$ cat src/rtl/receptor_serie_4b.sv
// Serial-to-parallel frame receiver: start bit, 4 data bits LSB first, stop bit.
// Feeds a 4-bit parallel register: Q drives its D and valid drives its enable.
module receptor_serie_4b #(
  parameter int DIV = 4
) (
  input  logic       clk,
  input  logic       rst,
  input  logic       en,
  input  logic       rx,
  output logic [3:0] Q,
  output logic       valid,
  output logic       err,
  output logic       busy
);

  localparam int CNT_W = (DIV > 2) ? $clog2(DIV) : 1;
  localparam logic [CNT_W-1:0] HALF_LAST = CNT_W'(DIV / 2 - 1);
  localparam logic [CNT_W-1:0] BIT_LAST  = CNT_W'(DIV - 1);

  localparam logic [1:0] IDLE  = 2'd0;
  localparam logic [1:0] START = 2'd1;
  localparam logic [1:0] DATA  = 2'd2;
  localparam logic [1:0] STOP  = 2'd3;

  logic             rx_m;
  logic             rx_s;
  logic [1:0]       state;
  logic [CNT_W-1:0] cnt;
  logic [1:0]       idx;
  logic [3:0]       sh;

  // NOTE: the synchronizer resets to 1 (idle line) so leaving reset can never look like a start bit.
  always_ff @(posedge clk or negedge rst) begin
    if (!rst) begin
      rx_m <= 1'b1;
      rx_s <= 1'b1;
    end else begin
      rx_m <= rx;
      rx_s <= rx_m;
    end
  end

  // NOTE: all state uses non-blocking assignments so every flop updates from pre-edge values.
  always_ff @(posedge clk or negedge rst) begin
    if (!rst) begin
      state <= IDLE;
      cnt   <= '0;
      idx   <= '0;
      sh    <= '0;
      Q     <= '0;
      valid <= 1'b0;
      err   <= 1'b0;
    end else begin
      valid <= 1'b0;
      err   <= 1'b0;
      case (state)
        IDLE: begin
          cnt <= '0;
          idx <= '0;
          if (en && !rx_s) state <= START;
        end

        // Half a bit in: confirm the start bit is still low, otherwise treat it as a glitch.
        START: begin
          if (cnt == HALF_LAST) begin
            cnt   <= '0;
            idx   <= '0;
            state <= rx_s ? IDLE : DATA;
          end else begin
            cnt <= cnt + 1'b1;
          end
        end

        DATA: begin
          if (cnt == BIT_LAST) begin
            sh  <= {rx_s, sh[3:1]};
            cnt <= '0;
            idx <= idx + 2'd1;
            if (idx == 2'd3) state <= STOP;
          end else begin
            cnt <= cnt + 1'b1;
          end
        end

        STOP: begin
          if (cnt == BIT_LAST) begin
            cnt   <= '0;
            state <= IDLE;
            if (rx_s) begin
              Q     <= sh;
              valid <= 1'b1;
            end else begin
              err <= 1'b1;
            end
          end else begin
            cnt <= cnt + 1'b1;
          end
        end

        default: state <= IDLE;
      endcase
    end
  end

  assign busy = (state != IDLE);

endmodule

$ cat config.mk
export PLATFORM = sky130hd
export DESIGN_NAME = receptor_serie_4b
export DESIGN_NICKNAME = d
export VERILOG_FILES = /design/src/rtl/receptor_serie_4b.sv
export SDC_FILE = /design/constraint.sdc
export NUM_CORES = 1
export LEC_CHECK = 0
export BUFFER_PORTS_ARGS = -buffer_cell sky130_fd_sc_hd__buf_2
export CAP_MARGIN = 20
export CORE_UTILIZATION = 54
export CTS_CLUSTER_DIAMETER = 150
export CTS_CLUSTER_SIZE = 16
export DETAILED_ROUTE_END_ITERATION = 10
export PLACE_DENSITY = 0.76
export SYNTH_ARGS = -nofsm -noshare
export SYNTH_HDL_FRONTEND = slang
export SYNTH_SLANG_ARGS = --single-unit
$ cat constraint.sdc
create_clock -name clk -period 1.71 [get_ports clk]
set_input_delay 0.2565 -clock clk [delete_from_list [all_inputs] [get_ports clk]]
set_output_delay 0.2565 -clock clk [all_outputs]
set_load 0.005 [all_outputs]
### Word-level counts from Yosys, hierarchy flattened

Cells that the tools add are included.

| operators by class | value |
|---|---|
| $add $sub $neg | 2 |
| eq/ne operators | 11 |
| multiplexer cells | 19 |
| reductions and logical operators | 10 |

Operator list:

| kind | count |
|---|---|
| $mux 2 | 10 |
| $pmux 2 s3 | 2 |
| $ne 2x2->1 const B | 5 |
| $eq 2x2->1 const B | 4 |
| $pmux 2 s4 | 1 |
| $mux 1 | 6 |
| $reduce_and 3->1 | 2 |
| $reduce_and 5->1 | 1 |
| $add 2x1->2 const B | 2 |
| $eq 2x1->1 const B | 2 |
| $reduce_bool 3->1 | 1 |
| $logic_not 2->1 | 1 |
| $reduce_and 2->1 | 1 |
| $reduce_bool 2->1 | 1 |
| $reduce_or 2->1 | 1 |
| $logic_and 1x1->1 | 1 |
| $logic_not 1->1 | 1 |

| storage, ports and cells | value |
|---|---|
| register bits | 18 |
| input port bits | 4 |
| output and inout bits | 7 |

### Depth between registers and ports, before layout

Gate-level depths: netlist of run 1.

| logic depth | value |
|---|---|
| depth in word-level cells | 4 |
| mapped depth | 5 |
| gate-level depth less buffers | 5 |

### Worst setup path before layout of run 1

No wires, ideal clock.

| timing | value |
|---|---|
| path type | reg-to-reg |
| start | register cnt[0] |
| end | register Q[0] |
| setup time | 0.125 ns |
| arrival time | 1.154 ns |
| data required time | 1.585 ns |
| setup slack | 0.431 ns |
| cell stages (with the launch flop) | 4 |
| path buffers | 0 |
| cells stage by stage | dfrtp_1 > ha_1 > nand4_2 > mux2_2 |

| between the ends | value |
|---|---|
| longest elaborated chain between the ends | 2 |

RTL lines:

| item | line | source |
|---|---|---|
| start: declaration | 28 | `logic [CNT_W-1:0] cnt;` |
| start signal: assignment | 70 | `cnt <= cnt + 1'b1;` |
| start signal: assignment | 81 | `cnt <= cnt + 1'b1;` |
| start signal: assignment | 96 | `cnt <= cnt + 1'b1;` |
| $eq 2x2->1 | 86 | `if (cnt == BIT_LAST) begin` |
| $reduce_and 3->1 (no source line) | -- |  |
| end signal: assignment | 90 | `Q <= sh;` |
| end: declaration | 10 | `output logic [3:0] Q,` |

Every way passes these cells.
A chain may end at the register's enable or synchronous reset.

### Final worst setup path of run 1

| timing | value |
|---|---|
| start | register state[0] |
| end | output busy |

| between the ends | value |
|---|---|
| longest elaborated chain between the ends | 1 |

RTL lines:

| item | line | source |
|---|---|---|
| start: declaration | 27 | `logic [1:0] state;` |
| start signal: assignment | 68 | `state <= rx_s ? IDLE : DATA;` |
| $reduce_bool 2->1 | 105 | `assign busy = (state != IDLE);` |
| end: declaration | 13 | `output logic busy` |

Every way passes these cells.

==> results.yml, run 1 <==
status:
  outcome: "finished clean"
setup_path:
  worstPathArrival_ns: 1.27
  reg2reg_depth: 3
  worstSetupPathType: "flip-flop to primary output"
  cp.required_ns: 1.45
  path_max_fanout: 9
  r2r_slack_ns: 0.32
  reg2reg_from: "cnt[0]"
  setup.worst_path.end_class: "primary output"
  critPathLaunchType: "flip-flop"
  regToRegEndpoint: "Q[3]"
sta:
  layout_min_cycle_time_ns: 1.53
  drv_slew: 0
  fin_crit_sh_pct: 89.2
  fin_skew_ns: 0.00708
  fmaxAchievable_mhz: 655
  tns_ns: 0
  tightest_slew_ns: 0.396
  rsz0062_at_grt: "no"
  finalSetupViolations: 0
  finalHoldViolations: 0
  post-route-worst-setup-slack_ns: 0.184
  relSlewSlack_pct: 73.6
clock_network:
  cts_buffer_depth: 2
  tritoncts: "yes"
  clockRootBuffer: "clkbuf_4"
  clock_latency_ns: 0.29
  clk_pin_slew_ns: 0.10
  cts_max_level: 1
  cts-buffers-inserted: 3
  cts_sinks: 18
  cts_resized: 0
routing:
  post_drt_via_cell_ratio: 5.29
  wl_per_cell_um: 12.7
  firstDrtPassIters: 2
  vias: 476
  drtAntennaViolNets: 0
  drt-initial-drc-count: 1
  drc_errors: 0
  totalWireLength_um: 1150
floorplan:
  rows: 13
  die_area_um2: 1690
  core_um2: 1370
  boundaryPins: 11
  die_h_um: 41.2
  initial_core_util_pct: 60.6
  dieWidth_um: 41.2
grt:
  grt_overflow: 0
  grt_pass1_vias: 420
  antenna_found_initial: 0
  grt_max_degree: 19
  grt_usage_pct: 17.0
  grt_pass1_wl_um: 1770
final_layout:
  fin_nets: 85
  final_layout_size_suffix_gt1_share_pct: 38.7
  areaGrowthSynthToFinish_pct: 11.6
  antennaDiodeCount: 0
  design_area_um2: 925
flow_run:
  maxCapViolCount: 0
place:
  gp_congestion: 0.705
  hpwl_um: 813
  placed_cell_area_um2: 878
  port_buffers: 10
  pre_cts_ws_ns: 0.338
power_and_ir_drop:
  p_leak_nw: 0.506
  powerDensity_nw_per_um2: 1490
  vdd_drop_max_uv: 743
yosys:
  netlist_area_um2: 828
  synth_area_per_cell_um2: 13.4
  syn_nets: 71
  syn_inst: 62
  ys_seq_area_share_pct: 54.7
  synth_seq_cells: 18
  synth_cell_type_count: 22
  yosysWarnings: 0
worst_hold_path:
  hold_path_depth: 1
  min_from: "rx"
  hold-path-endpoint: "rx_m"
  min-delay-path-class: "primary input to flip-flop"
-- worst max-delay path by stage --
stage / from / end / slack [ns] / depth (start not counted)
after floorplan: cnt[0] / Q[0] / 0.43 / 3
after CTS: state[0] / busy / 0.17 / 2
after detailed placement: cnt[0] / Q[1] / 0.34 / 3
after global placement: cnt[0] / Q[2] / 0.34 / 3
after global routing: state[0] / busy / 0.12 / 2
final: state[0] / busy / 0.18 / 2
-- cells by family (layout without fill, tap and decap cells) --
family	after synthesis	count (layout)	synth area share [%]
mux	11	11	17.8
compound gates	4	4	3.02
fa+ha+maj	5	5	7.55
flops	18	18	54.7
buf+inv	7	20	4.53
simple gates	17	17	12.4
-- cell usage after synthesis, drive strengths merged --
cell type / n / area (µm²)
nand2b: 3 / 18.8
nor2b: 1 / 13.8
buf: 2 / 18.8
mux2: 8 / 105
o21ai: 1 / 5.00
ha: 5 / 62.6
mux4: 1 / 22.5
a21oi: 1 / 5.00
nand2: 6 / 30.0
a21boi: 1 / 7.51
nand3: 2 / 10.0
nor2: 3 / 11.3
or2: 1 / 6.26
inv: 5 / 18.8
nand4: 1 / 12.5
dfrtp: 16 / 400
mux2i: 2 / 20.0
dfstp: 2 / 52.6
o21a: 1 / 7.51
-- per-stage QoR --
| step | hold slack, ns | std cells | total power [W] | utilization, % |
|---|---|---|---|---|
| final | 0.0535 | 90 | 0.00138 | 67.7 |
| after global routing | 0.0447 | 90 | 0.00148 | 67.7 |
| after CTS | 0.0439 | 90 | 0.00140 | 67.7 |
| after detailed placement | 0.206 | 85 | 0.00113 | 64.3 |
| after global placement | 0.199 | 85 | 0.00112 | 64.3 |
| after floorplan | -0.0391 | 62 | 0.00105 | - |
-- metal layers --
layer / routed length, µm / share of wire (%) / vias to the layer above / global-route usage, %
li1: - / - / 228 / -
met1: 600 / 52 / 231 / 22.2
met2: 473 / 41 / 13 / 25.0
met3: 46 / 4.0 / 4 / 4.89
met4: 26 / 2.3 / 0 / 9.68
met5: 0 / 0 / - / 0
-- report_power, final --
group | switching, W | internal, W
combinational | 0.000166 | 0.000254
clock | 0.000130 | 0.000130
sequential | 0.000149 | 0.000551
-- registers in the layout, summed over array words and instances (netlist names), named ones only --
| name | count |
|---|---|
| Q | 4 |
| cnt | 2 |
| err | 1 |
| idx | 2 |
| rx_m | 1 |
| rx_s | 1 |
| sh | 4 |
| state | 1 |
| valid | 1 |
-- area by class of cell --
cell class | count | area, µm²
clock buffers | 4 | 36.3
fillers | 98 | 442
inverters | 5 | 18.8
multi-input cells | 37 | 338
flip-flops and latches | 18 | 453
well taps | 15 | 18.8
repair buffers | 11 | 60.1
-- worst max-delay path: stages (launching register included) --
cell     delay, ns
dfrtp_1       0.51
or2_2         0.34
buf_2         0.12
-- what timing repair did --
action	in CTS	in global routing
hold buffers	1	0
buffers inserted	0	0
endpoints found under the hold margin	16	0
-- placed cells by master (no fill, tap or decap) --
cell / instances
ha_1: 5
nand2b_1: 3
a21oi_1: 1
inv_1: 5
buf_2: 10
mux2_4: 4
or2_2: 1
clkbuf_8: 1
dfstp_2: 2
mux2_2: 4
nor2_1: 3
a21boi_0: 1
clkbuf_4: 3
o21a_1: 1
nand4_2: 1
nor2b_4: 1
dfrtp_1: 16
nand3_1: 2
dlygate4sd3_1: 1
mux4_2: 1
o21ai_0: 1
nand2_4: 1
nand2_1: 5
mux2i_1: 2
(Power assumes the default switching activity.)
==> run 2, diff against run 1 <==
--- a/config.mk
+++ b/config.mk
@@ -12,6 +12,8 @@
 export CTS_CLUSTER_SIZE = 16
 export DETAILED_ROUTE_END_ITERATION = 10
 export PLACE_DENSITY = 0.76
+export RECOVER_POWER = 50
+export SLEW_MARGIN = 15
 export SYNTH_ARGS = -nofsm -noshare
 export SYNTH_HDL_FRONTEND = slang
 export SYNTH_SLANG_ARGS = --single-unit
==> results.yml, run 2 (same netlist as run 1, synthesis figures left out) <==
clock_network:
  clock_latency_ns: 0.29
  tritoncts: "yes"
  cts_max_level: 1
  cts_buffer_depth: 2
  cts_sinks: 18
  cts_resized: 0
  clockRootBuffer: "clkbuf_4"
  clk_pin_slew_ns: 0.10
  cts-buffers-inserted: 3
routing:
  firstDrtPassIters: 2
  post_drt_via_cell_ratio: 5.29
  wl_per_cell_um: 12.7
  drc_errors: 0
  totalWireLength_um: 1150
  drt-initial-drc-count: 1
  drtAntennaViolNets: 0
  vias: 476
sta:
  fin_skew_ns: 0.00708
  finalHoldViolations: 0
  rsz0062_at_grt: "no"
  drv_slew: 0
  fmaxAchievable_mhz: 655
  hold_ws_ns: 0.0535
  tightest_slew_ns: 0.945
  layout_min_cycle_time_ns: 1.53
  tns_ns: 0
  relSlewSlack_pct: 37.0
  finalSetupViolations: 0
  fin_crit_sh_pct: 89.2
grt:
  grt_usage_pct: 17.0
  antenna_found_initial: 0
  grt_max_degree: 19
  grt_pass1_vias: 420
  grt_overflow: 0
  grt_pass1_wl_um: 1770
final_layout:
  final_common_cell: "dfrtp_1"
  largestRegisters: "Q: 4 flops, sh: 4 flops"
  fin_cells: 90
  utilization_pct: 67.6
  areaGrowthSynthToFinish_pct: 11.5
  final_cell_mix: "dfrtp_1, buf_2, inv_1, nand2_1, ha_1"
  final_layout_size_suffix_gt1_share_pct: 37.3
  fin_nets: 85
  antennaDiodeCount: 0
place:
  port_buffers: 10
  gp_congestion: 0.705
  hpwl_um: 813
  dp.cells: 85
setup_path:
  worst-path-buf-inv: 1
  path_max_fanout: 9
  reg2reg_depth: 3
  worstPathArrival_ns: 1.27
  cp.required_ns: 1.45
  regToRegEndpoint: "Q[3]"
  reg2reg_from: "cnt[0]"
  cp_top_family: "flip-flops"
  r2r_slack_ns: 0.32
  critPathLaunchType: "flip-flop"
  setup.worst_path.end_class: "primary output"
  slowest_stage: "dfrtp_1"
  worstPathCellList: "or2_2 -> buf_2"
  worstSetupPathType: "flip-flop to primary output"
  crit_path_max_incr_delay_ns: 0.51
floorplan:
  die_h_um: 41.2
  boundaryPins: 11
  rows: 13
  initial_core_util_pct: 60.6
  dieWidth_um: 41.2
  core_um2: 1370
  die_area_um2: 1690
power_and_ir_drop:
  p_int_w: 0.000934
  power_frac_comb_pct: 30.4
  powerDensity_nw_per_um2: 1490
  swShare_pct: 32.3
  seqPwrFrac_pct: 50.8
  p_leak_nw: 0.504
  pwr-share-clk_pct: 18.8
  vdd_drop_max_uv: 743
  switchingPower_w: 0.000445
worst_hold_path:
  hold-path-endpoint: "rx_m"
  min-delay-path-class: "primary input to flip-flop"
  min_from: "rx"
  hold_path_depth: 1
flow_run:
  maxCapViolCount: 0
status:
  outcome: "finished clean"
[run 2: layout make-up]
type	instances	area [µm²]
Clock buffer	4	36.3
Inverter	5	18.8
Tap cell	15	18.8
Sequential cell	18	453
Fill cell	99	443
Timing Repair Buffer	11	58.8
Multi-Input combinational cell	37	338
[run 2: power by group through the flow]
| stage | sequential [W] | combinational, W | clock, W |
|---|---|---|---|
| after detailed placement | 0.000706 | 0.000425 | 0 |
| after CTS | 0.000699 | 0.000427 | 0.000270 |
| after global routing | 0.000722 | 0.000476 | 0.000282 |
| final | 0.000700 | 0.000420 | 0.000259 |
| after floorplan | 0.000627 | 0.000427 | 0 |
| after global placement | 0.000699 | 0.000420 | 0 |
[run 2: metrics by stage]
step,cell area (µm²),total power [W],setup slack (ns)
after floorplan,828,0.00105,0.431
after global placement,878,0.00112,0.339
after detailed placement,878,0.00113,0.338
after CTS,925,0.00140,0.175
after global routing,923,0.00148,0.124
final,923,0.00138,0.184
[run 2: per-layer routing]
metal / vias to the layer above / track usage, % / wire (µm)
li1: 228 / - / -
met1: 231 / 22.2 / 598
met2: 13 / 25.0 / 473
met3: 4 / 4.89 / 46
met4: 0 / 9.68 / 26
met5: - / 0 / 0
[run 2: worst register-to-register path, stage by stage, from the launching register on]
cell and delay [ns]:
dfrtp_1 0.42, ha_1 0.30, nand4_2 0.23, mux2_2 0.33
[run 2: how the worst max path moves through the flow]
stage          startpoint    to  slack [ns]  depth (start not counted)
3_3_place_gp       cnt[0]  Q[2]        0.34                          3
5_1_grt          state[0]  busy        0.12                          2
4_1_cts          state[0]  busy        0.17                          2
2_1_floorplan      cnt[0]  Q[0]        0.43                          3
3_5_place_dp       cnt[0]  Q[1]        0.34                          3
6_report         state[0]  busy        0.18                          2
[run 2: what timing repair did]
action,CTS,global route
hold endpoints to repair,16,0
setup buffers,0,0
hold buffers,1,0
